===== config.mk =====
export PLATFORM = sky130hd
export DESIGN_NAME = usb_tx_arbiter
export DESIGN_NICKNAME = d
export VERILOG_FILES = /design/src/rtl/usb_tx_arbiter_pkg.sv /design/src/rtl/usb_tx_outreg.sv /design/src/rtl/usb_tx_arbiter.sv
export SDC_FILE = /design/constraint.sdc
export NUM_CORES = 1
export LEC_CHECK = 0
export CELL_PAD_IN_SITES_DETAIL_PLACEMENT = 0
export CELL_PAD_IN_SITES_GLOBAL_PLACEMENT = 1
export CORE_MARGIN = 1
export CORE_UTILIZATION = 30
export DETAILED_ROUTE_END_ITERATION = 8
export GPL_ROUTABILITY_DRIVEN = 0
export PLACE_DENSITY = 0.69
export SYNTH_ARGS = -nofsm -noshare
export SYNTH_HDL_FRONTEND = slang
export SYNTH_SLANG_ARGS = --single-unit

===== constraint.sdc =====
create_clock -name clk -period 1.85 [get_ports clk]
set_input_delay 0.185 -clock clk [delete_from_list [all_inputs] [get_ports clk]]
set_output_delay 0.185 -clock clk [all_outputs]
set_load 0.005 [all_outputs]

===== src/rtl/usb_tx_arbiter_pkg.sv =====
// usb_tx_arbiter_pkg: state encoding, requester indices and default tag bytes shared by the USB TX arbiter
package usb_tx_arbiter_pkg;

    typedef enum logic [1:0] {
        IDLE  = 2'd0,
        TAG   = 2'd1,
        BURST = 2'd2
    } arb_state_e;

    localparam int REQ0 = 0;
    localparam int REQ1 = 1;

    localparam logic [7:0] DEF_TAG0 = 8'hA0;
    localparam logic [7:0] DEF_TAG1 = 8'hA1;

endpackage


===== src/rtl/usb_tx_outreg.sv =====
// usb_tx_outreg: single-entry valid/ready byte register feeding the USB-serial transmit pipe
module usb_tx_outreg
    import usb_tx_arbiter_pkg::*;
(
    input  logic       clk,
    input  logic       rst,
    input  logic       load,
    input  logic [7:0] load_data,
    input  logic       out_ready,
    output logic [7:0] out_data,
    output logic       out_valid,
    output logic       free
);

    logic [7:0] data_q, data_d;
    logic       valid_q, valid_d;

    assign free      = !valid_q || out_ready;
    assign out_data  = data_q;
    assign out_valid = valid_q;

    // A load always wins; otherwise the held byte drains once the pipe accepts it
    always_comb begin
        data_d  = load ? load_data : data_q;
        valid_d = load || (valid_q && !out_ready);
    end

    // Register state; reset drops any byte in flight
    always_ff @(posedge clk or posedge rst) begin
        if (rst) begin
            data_q  <= 8'h00;
            valid_q <= 1'b0;
        end else begin
            data_q  <= data_d;
            valid_q <= valid_d;
        end
    end

endmodule


===== src/rtl/usb_tx_arbiter.sv =====
// usb_tx_arbiter: burst-granular round-robin arbiter sharing the USB-serial TX pipe between two byte streams (optional per-burst header bytes under USB_ARB_TAG_EN)
module usb_tx_arbiter
    import usb_tx_arbiter_pkg::*;
#(
    parameter int         MAX_BURST = 64,
    parameter logic [7:0] TAG0      = DEF_TAG0,
    parameter logic [7:0] TAG1      = DEF_TAG1
) (
    input  logic       clk,
    input  logic       rst,
    input  logic [7:0] req0_data,
    input  logic       req0_valid,
    input  logic       req0_last,
    output logic       req0_ready,
    input  logic [7:0] req1_data,
    input  logic       req1_valid,
    input  logic       req1_last,
    output logic       req1_ready,
    output logic [7:0] out_data,
    output logic       out_valid,
    input  logic       out_ready,
    output logic [1:0] grant
);

    localparam int CW = $clog2(MAX_BURST + 1);

    arb_state_e    state_q, state_d;
    logic [1:0]    grant_q, grant_d;
    logic [CW-1:0] cnt_q, cnt_d, cnt_inc;
    logic          rr_q, rr_d;
    logic          free, load, hs, sel_last, pick;
    logic [7:0]    sel_data, load_data, tag_byte;

    assign grant      = grant_q;
    assign req0_ready = (state_q == BURST) && grant_q[REQ0] && free;
    assign req1_ready = (state_q == BURST) && grant_q[REQ1] && free;
    assign hs         = (req0_valid && req0_ready) || (req1_valid && req1_ready);
    assign sel_data   = grant_q[REQ1] ? req1_data : req0_data;
    assign sel_last   = grant_q[REQ1] ? req1_last : req0_last;
    assign tag_byte   = grant_q[REQ1] ? TAG1 : TAG0;
    assign cnt_inc    = cnt_q + CW'(1);
    // rr_q holds the index last granted, so a tie goes to the other requester
    assign pick       = (req0_valid && req1_valid) ? !rr_q : req1_valid;

    // Arbitration FSM: pick an owner, optionally emit its tag, then pass bytes until last or cap
    always_comb begin
        state_d   = state_q;
        grant_d   = grant_q;
        cnt_d     = cnt_q;
        rr_d      = rr_q;
        load      = 1'b0;
        load_data = sel_data;
        case (state_q)
            IDLE: begin
                if (req0_valid || req1_valid) begin
                    grant_d = pick ? 2'b10 : 2'b01;
                    rr_d    = pick;
`ifdef USB_ARB_TAG_EN
                    state_d = TAG;
`else
                    state_d = BURST;
`endif
                end
            end
            TAG: begin
                if (free) begin
                    load      = 1'b1;
                    load_data = tag_byte;
                    state_d   = BURST;
                end
            end
            BURST: begin
                if (hs) begin
                    load  = 1'b1;
                    cnt_d = cnt_inc;
                    if (sel_last || cnt_inc == CW'(MAX_BURST)) begin
                        state_d = IDLE;
                        grant_d = 2'b00;
                        cnt_d   = '0;
                    end
                end
            end
            default: begin
                state_d = IDLE;
                grant_d = 2'b00;
                cnt_d   = '0;
            end
        endcase
    end

    // FSM, owner, burst count and round-robin pointer registers
    always_ff @(posedge clk or posedge rst) begin
        if (rst) begin
            state_q <= IDLE;
            grant_q <= 2'b00;
            cnt_q   <= '0;
            rr_q    <= 1'b1;
        end else begin
            state_q <= state_d;
            grant_q <= grant_d;
            cnt_q   <= cnt_d;
            rr_q    <= rr_d;
        end
    end

    usb_tx_outreg u_outreg (
        .clk       (clk),
        .rst       (rst),
        .load      (load),
        .load_data (load_data),
        .out_ready (out_ready),
        .out_data  (out_data),
        .out_valid (out_valid),
        .free      (free)
    );

endmodule

==> results by group, run 1 <==
Status
  – Run status: complete, no violations

Setup path
  – Slowest cell on crit path: sky130_fd_sc_hd__clkdlybuf4s50_1
  – Chain of cells forming the critical path: buf_6 -> and3_1 -> clkdlybuf4s50_1
  – Worst-path fanout max: 10
  – Data required time at the worst endpoint: 1.66 ns
  – Crit end category: primary output
  – Kind of cell with the highest combined delay on the critical path: buffers and inverters
  – Kind of critical path: reg -> out
  – Longest individual stage delay on the worst path: 0.50 ns
  – Arrival time at the worst endpoint: 1.57 ns
  – Nature of the critical path startpoint: flop
  – Buf/Inv on CP: 2

STA
  – Fin Setup TNS: 0 ns
  – Max-slew violation count: 0
  – Worst Tran Pin Value: 0.388 ns
  – Final hold violations: 0
  – Rel. slew slack: 74.0%
  – Final critical-path required period: 1.76 ns
  – Achievable clock frequency: 570 MHz
  – Final worst path period share: 94.9%
  – Setup repair after global routing missed its margin: false
  – Final clock skew: 0.00619 ns
  – Setup violations, final: 0

Place
  – Cell Area, Placed: 0.00151 mm²
  – Quantity of I/O buffers inserted on ports: 35
  – DP HPWL: 1.79 mm
  – Number of placed instances, taps included: 192

GRT
  – Number of global-route vias before repair: 904
  – Pin count of the biggest net entering global routing: 20
  – Wire length of the first global-routing pass: 4.00 mm
  – Global routing usage summed across all routing layers: 14.6%
  – GRT Residual Overflow: 0
  – Initial antenna violation count: 0

Floorplanning
  – I/O pin total: 36
  – Total core area: 0.00336 mm²
  – Die area: 0.00376 mm²
  – Floorplan die height: 61.3 µm
  – Total number of placement rows: 21
  – Effective utilization at floorplan: 31.4%
  – Die W: 61.3 µm

Job
  – Max-cap viol count: 0

Pwr
  – Worst IR drop on VDD: 0.476 mV
  – Leak: 0.000658 µW
  – Power density over the cells: 1210 mW/mm²

Layout
  – Finished Core Util: 46.7%
  – Proportion of layout cells with a drive suffix above 1: 14.6%
  – Final-stage net count: 176
  – Layout Cells excl Fill: 197
  – Number of antenna repair diodes: 0
  – Layout-stage area growth over the synthesis result: 48.9%
  – Final design instance area without fill: 0.00157 mm²
  – Fill cell instance count of the final layout: 356

Detailed routing
  – Via count: 944
  – Residual DRC count: 0
  – WL/cell: 11.9 µm
  – Number of design-rule violations left by the first detailed-router iteration: 67
  – Number of nets still failing antenna checks after routing: 0
  – Per-cell via count in the routed design: 4.79
  – Total wire length: 2.35 mm
  – Number of iterations in the first detailed-routing pass: 4

Synth
  – Net count after synthesis: 130
  – Cell count after synthesis: 106
  – Share of synthesized area occupied by flip-flops and latches: 47.6%
  – Synth Register Bits: 20
  – Ys flop type: sky130_fd_sc_hd__dfrtp_1
  – Syn Std Cell Area: 0.00105 mm²
  – Average footprint of a synthesized cell: 9.95 µm²
  – Number of enable flip-flop cells after synthesis: 0
  – Async set-reset flop share out of synthesis: 100%
  – Yosys Warn Count: 0
  – Post-synthesis cell type count: 35

CTS
  – Clock latency on the worst-skew pair: 0.30 ns
  – Sinks on the clock net: 20
  – Cell at the root of the clock tree: sky130_fd_sc_hd__clkbuf_4
  – CTS H-Tree Depth: 1
  – Buffer levels on the longest clock path: 2
  – Clock buffer count from CTS: 3
  – CTS clk-pin slew, worst paths: 0.12 ns
  – TritonCTS clock tree: yes

Hold path
  – Type of the tightest min-delay check: reg -> reg
## placed cells by master (no fill, tap or decap), drive strengths merged
cell            n
and4            1
dfstp           1
nand2b          5
o21bai          1
mux2i           8
nor3            2
and4b           2
a21oi           3
mux2            1
inv             3
o31a            1
o21ai          16
and3            2
o21a            1
nand2          17
nand3           3
o31ai           1
a22o            1
a31o            1
a221oi          1
a2111o          1
a211oi          2
nor2            4
nand4b          1
buf             9
dfrtp          19
dlygate4sd3     1
a32o            1
clkbuf          4
a31oi           1
clkdlybuf4s50  35
ha              1
nor2b           1
## cell type report
| class | count | area, µm² | area share (%) |
|---|---|---|---|
| multi-input cells | 79 | 531 | 33.8 |
| inverters | 3 | 11.3 | 0.717 |
| well taps | 46 | 57.6 | 3.67 |
| flip-flops and latches | 20 | 503 | 32.0 |
| repair buffers | 45 | 432 | 27.5 |
| clock buffers | 4 | 36.3 | 2.31 |
## per-layer routing
metal	wire length [µm]	up-vias	track usage (%)	part of all wire [%]
li1	-	475	-	-
met1	1130	441	19.2	48
met2	1070	26	22.8	46
met3	129	2	3.57	5.5
met4	15	0	6.82	0.64
met5	0	-	0	0
## logic make-up after synthesis
kind of cell	Yosys count	share of synthesized area (%)
multiplexers	9	9.02
buffers and inverters	7	2.85
adder cells (fa/ha/maj)	1	1.19
flip-flops	20	47.6
AO/OA/AOI/OAI	31	20.6
AND/OR/NAND/NOR	38	18.7
## stage by stage
| stage | hold slack [ns] | setup slack, ns | power, µW |
|---|---|---|---|
| after floorplan | 0.148 | 0.247 | 1170 |
| after global placement | 0.336 | 0.168 | 1640 |
| after detailed placement | 0.337 | 0.121 | 1650 |
| after CTS | 0.491 | 0.0347 | 1930 |
| after global routing | 0.529 | 0.0183 | 2080 |
| final | 0.490 | 0.0942 | 1910 |
## report_power, final
part	internal (µW)	switching (µW)
logic	532	380
clock network	120	134
registers	610	130
## registers in the layout, indices dropped and copies added, names as in the netlist
name                flops
cnt_q                   7
grant                   2
rr_q                    1
state_q                 1
u_outreg.out_data       8
u_outreg.out_valid      1
## path summary, 6_finish.rpt
path	startpoint	end	slack, ns	depth (start not counted)
max	grant[1]$_DFFE_PP0P_	req1_ready	0.09	3
min	u_outreg.out_data[4]$_DFFE_PP0P_	u_outreg.out_data[4]$_DFFE_PP0P_	0.49	2
max reg2reg	cnt_q[0]$_DFFE_PP0P_	cnt_q[3]$_DFFE_PP0P_	0.14	5
min reg2reg	u_outreg.out_data[4]$_DFFE_PP0P_	u_outreg.out_data[4]$_DFFE_PP0P_	0.49	2
max in group asynchronous	rst	rr_q$_DFFE_PP1P_	0.80	4
min in group asynchronous	rst	u_outreg.out_data[1]$_DFFE_PP0P_	0.57	3
## cells in the mapped netlist (all sizes together), types with 2 or more instances
cell / number / area [µm²]
inv: 3 / 11.3
nor2: 4 / 15.0
o21ai: 16 / 80.1
buf: 2 / 11.3
and3: 2 / 12.5
dfrtp: 19 / 475
nand2: 17 / 63.8
a21oi: 3 / 15.0
and4b: 2 / 23.8
clkbuf: 2 / 7.51
mux2i: 8 / 80.1
nand3: 3 / 15.0
a211oi: 2 / 20.0
nor3: 2 / 10.0
nand2b: 5 / 33.8
## what timing repair did
item / CTS / global route
hold buffers: 1 / 0
resized for setup: 1 / 2
hold endpoints to repair: 1 / 0
endpoints found under the setup margin: 1 / 2
buffers inserted: 0 / 0
## worst register-to-register path, delay by kind of cell (launching register included)
family          cells  cell delay (ns)
simple gates        2             0.35
compound gates      2             0.59
flops               1             0.41
fa+ha+maj           1             0.27
Note: power is estimated with default switching activity, not from simulation.
==> run 2, diff against run 1 <==
CORE_UTILIZATION = 33   (was 30)
PLACE_DENSITY = 0.75   (was 0.69)
SLEW_MARGIN = 5   (was default)
==> run 2 against run 1 <==
  * First-iteration DRC count fell by 52%
  * Critical path type is now reg -> reg
  * Final area shrank 2.5%
  * Wire length fell by 4.1%
  * Clock-buffer cell count did not move
  * Worst hold slack worse by 0.29 ns
  * Power fell by 2.6%
  * Critical path depth increased by 2
==> results by group, run 2 (synthesized netlist as in run 1, its figures left out) <==
Status
  – Run status: complete, no violations (unchanged)

Job
  – Max-cap viol count: 0 (unchanged)

GRT
  – Busiest layer in global routing: met2 (unchanged)
  – Wire length of the first global-routing pass: 3.97 mm (was 4.00 mm)
  – GR met1 Demand/Resource: 19.0% (was 19.2%)
  – GRT Residual Overflow: 0 (unchanged)
  – GR met2 Demand/Resource: 25.1% (was 22.8%)
  – Number of global-route vias before repair: 958 (was 904)
  – Met3 Resource Use GR: 3.52% (was 3.57%)
  – Initial antenna violation count: 0 (unchanged)
  – Pin count of the biggest net entering global routing: 21 (was 20)
  – Global routing usage summed across all routing layers: 14.8% (was 14.6%)

Layout
  – Layout-stage area growth over the synthesis result: 45.1% (was 48.9%)
  – Number of antenna repair diodes: 0 (unchanged)
  – Highest-count cells in the layout ignoring fill and taps: sky130_fd_sc_hd__clkdlybuf4s50_1 (35), sky130_fd_sc_hd__dfrtp_1 (19), sky130_fd_sc_hd__nand2_1 (17) (was sky130_fd_sc_hd__clkdlybuf4s50_1 (35), sky130_fd_sc_hd__dfrtp_1 (18), sky130_fd_sc_hd__nand2_1 (17))
  – Storage element area: 502 µm² (was 503 µm²)
  – Final design instance area without fill: 0.00153 mm² (was 0.00157 mm²)
  – Proportion of layout cells with a drive suffix above 1: 12.2% (was 14.6%)
  – Max reg flops: 8 (unchanged)
  – Final-stage net count: 173 (was 176)
  – Commonest non-fill, non-tap cell in the layout: sky130_fd_sc_hd__clkdlybuf4s50_1 (unchanged)
  – Fill cell instance count of the final layout: 322 (was 356)
  – Multi-input combinational cell area: 523 µm² (was 531 µm²)

STA
  – Rel. slew slack: 74.0% (about the same)
  – Setup violations, final: 0 (unchanged)
  – Final critical-path required period: 1.74 ns (was 1.76 ns)
  – Achievable clock frequency: 575 MHz (was 570 MHz)
  – Final worst path period share: 94.0% (was 94.9%)
  – Fin Setup TNS: 0 ns (unchanged)
  – Setup repair after global routing missed its margin: false (unchanged)
  – Final hold violations: 0 (unchanged)
  – Final clock skew: 0.00130 ns (was 0.00619 ns)
  – Worst Tran Pin Value: 0.387 ns (was 0.388 ns)
  – Max-slew violation count: 0 (unchanged)

Detailed routing
  – Via count: 941 (was 944)
  – Number of design-rule violations left by the first detailed-router iteration: 32 (was 67)
  – Number of nets still failing antenna checks after routing: 0 (unchanged)
  – Per-cell via count in the routed design: 4.90 (was 4.79)
  – Residual DRC count: 0 (unchanged)
  – WL/cell: 11.7 µm (was 11.9 µm)
  – Number of iterations in the first detailed-routing pass: 4 (unchanged)
  – Total wire length: 2.25 mm (was 2.35 mm)

CTS
  – Clock latency on the worst-skew pair: 0.29 ns (was 0.30 ns)
  – Number of hold buffers added after CTS: 0 (was 1)
  – Resized cells post-CTS: 0 (was 1)
  – Clock buffer count from CTS: 3 (unchanged)
  – TritonCTS clock tree: yes (unchanged)
  – CTS H-Tree Depth: 1 (unchanged)
  – Cell at the root of the clock tree: sky130_fd_sc_hd__clkbuf_4 (unchanged)
  – Buffers inserted during post-CTS setup optimization: 0 (unchanged)
  – Buffer levels on the longest clock path: 2 (unchanged)
  – CTS clk-pin slew, worst paths: 0.11 ns (was 0.12 ns)
  – Sinks on the clock net: 20 (unchanged)

Floorplanning
  – I/O pin total: 36 (unchanged)
  – Floorplan die height: 58.5 µm (was 61.3 µm)
  – Die area: 0.00343 mm² (was 0.00376 mm²)
  – Total core area: 0.00305 mm² (was 0.00336 mm²)
  – Die W: 58.5 µm (was 61.3 µm)
  – Effective utilization at floorplan: 34.5% (was 31.4%)
  – Total number of placement rows: 20 (was 21)

Setup path
  – Crit end category: flop (was primary output)
  – Worst-path fanout max: 6 (was 10)
  – Kind of critical path: reg -> reg (was reg -> out)
  – Nature of the critical path startpoint: flop (unchanged)
  – Arrival time at the worst endpoint: 1.94 ns (was 1.57 ns)
  – Worst r2r path cells: 5 (unchanged)
  – Data required time at the worst endpoint: 2.05 ns (was 1.66 ns)

Pwr
  – Power density over the cells: 1210 mW/mm² (about the same)
  – Switching power as a share of total power: 33.8% (about the same)
  – Int Power: 1230 µW (was 1260 µW)
  – Worst IR drop on VDD: 0.621 mV (was 0.476 mV)
  – Psw: 628 µW (was 644 µW)
  – Leak: 0.000639 µW (was 0.000658 µW)
  – Share of total power in the clock network: 13.3% (about the same)
  – Reg power frac: 39.9% (was 38.8%)
  – Part of the power in combinational logic: 46.9% (was 47.8%)

Place
  – Quantity of I/O buffers inserted on ports: 35 (unchanged)
  – DP HPWL: 1.79 mm (about the same)
  – Cell Area, Placed: 0.00149 mm² (was 0.00151 mm²)

Hold path
  – Type of the tightest min-delay check: in -> async (was reg -> reg)
-- run 2: power by group through the flow --
stage | clock [µW] | combinational (µW) | sequential (µW)
2_1_floorplan | 0 | 423 | 744
3_3_place_gp | 0 | 872 | 745
3_5_place_dp | 0 | 887 | 745
4_1_cts | 260 | 889 | 741
6_report | 246 | 870 | 740
5_1_grt | 275 | 983 | 766
-- run 2: cell type report --
cell class | count | share of cell area [%]
flip-flops and latches | 20 | 32.8
repair buffers | 42 | 26.3
multi-input cells | 79 | 34.2
well taps | 44 | 3.60
clock buffers | 4 | 2.37
inverters | 3 | 0.736
-- run 2: metrics by stage --
| step | util (%) | total power [µW] | hold WS (ns) | cells | worst slack, ns |
|---|---|---|---|---|---|
| 5_1_grt | 50.1 | 2020 | 0.220 | 192 | 0.0395 |
| 2_1_floorplan | - | 1170 | 0.148 | 106 | 0.247 |
| 4_1_cts | 50.1 | 1890 | 0.206 | 192 | 0.0972 |
| 3_3_place_gp | 48.9 | 1620 | 0.461 | 188 | 0.154 |
| 6_report | 50.1 | 1860 | 0.204 | 192 | 0.110 |
| 3_5_place_dp | 48.9 | 1630 | 0.472 | 188 | 0.0584 |
-- run 2: critical path, cell delays in order, from the launching register on --
cell,delay [ns]
sky130_fd_sc_hd__dfrtp_1,0.41
sky130_fd_sc_hd__ha_1,0.27
sky130_fd_sc_hd__and4_1,0.25
sky130_fd_sc_hd__a221oi_4,0.37
sky130_fd_sc_hd__nand2b_2,0.11
sky130_fd_sc_hd__o31ai_1,0.25
-- run 2: worst paths after layout --
check	from	end	slack [ns]
hold / removal	rst	u_outreg.out_data[6]$_DFFE_PP0P_	0.20
setup / recovery	cnt_q[0]$_DFFE_PP0P_	cnt_q[3]$_DFFE_PP0P_	0.11
max in group asynchronous	rst	rr_q$_DFFE_PP1P_	1.38
hold reg to reg	u_outreg.out_data[1]$_DFFE_PP0P_	u_outreg.out_data[1]$_DFFE_PP0P_	0.49
min in group clk	u_outreg.out_data[1]$_DFFE_PP0P_	u_outreg.out_data[1]$_DFFE_PP0P_	0.49
setup reg to reg	cnt_q[0]$_DFFE_PP0P_	cnt_q[3]$_DFFE_PP0P_	0.11
-- run 2: metal layers --
metal | up-vias | routed length [µm]
met3 | 2 | 124
met5 | - | 0
li1 | 467 | -
met1 | 452 | 1070
met4 | 0 | 10
met2 | 20 | 1050
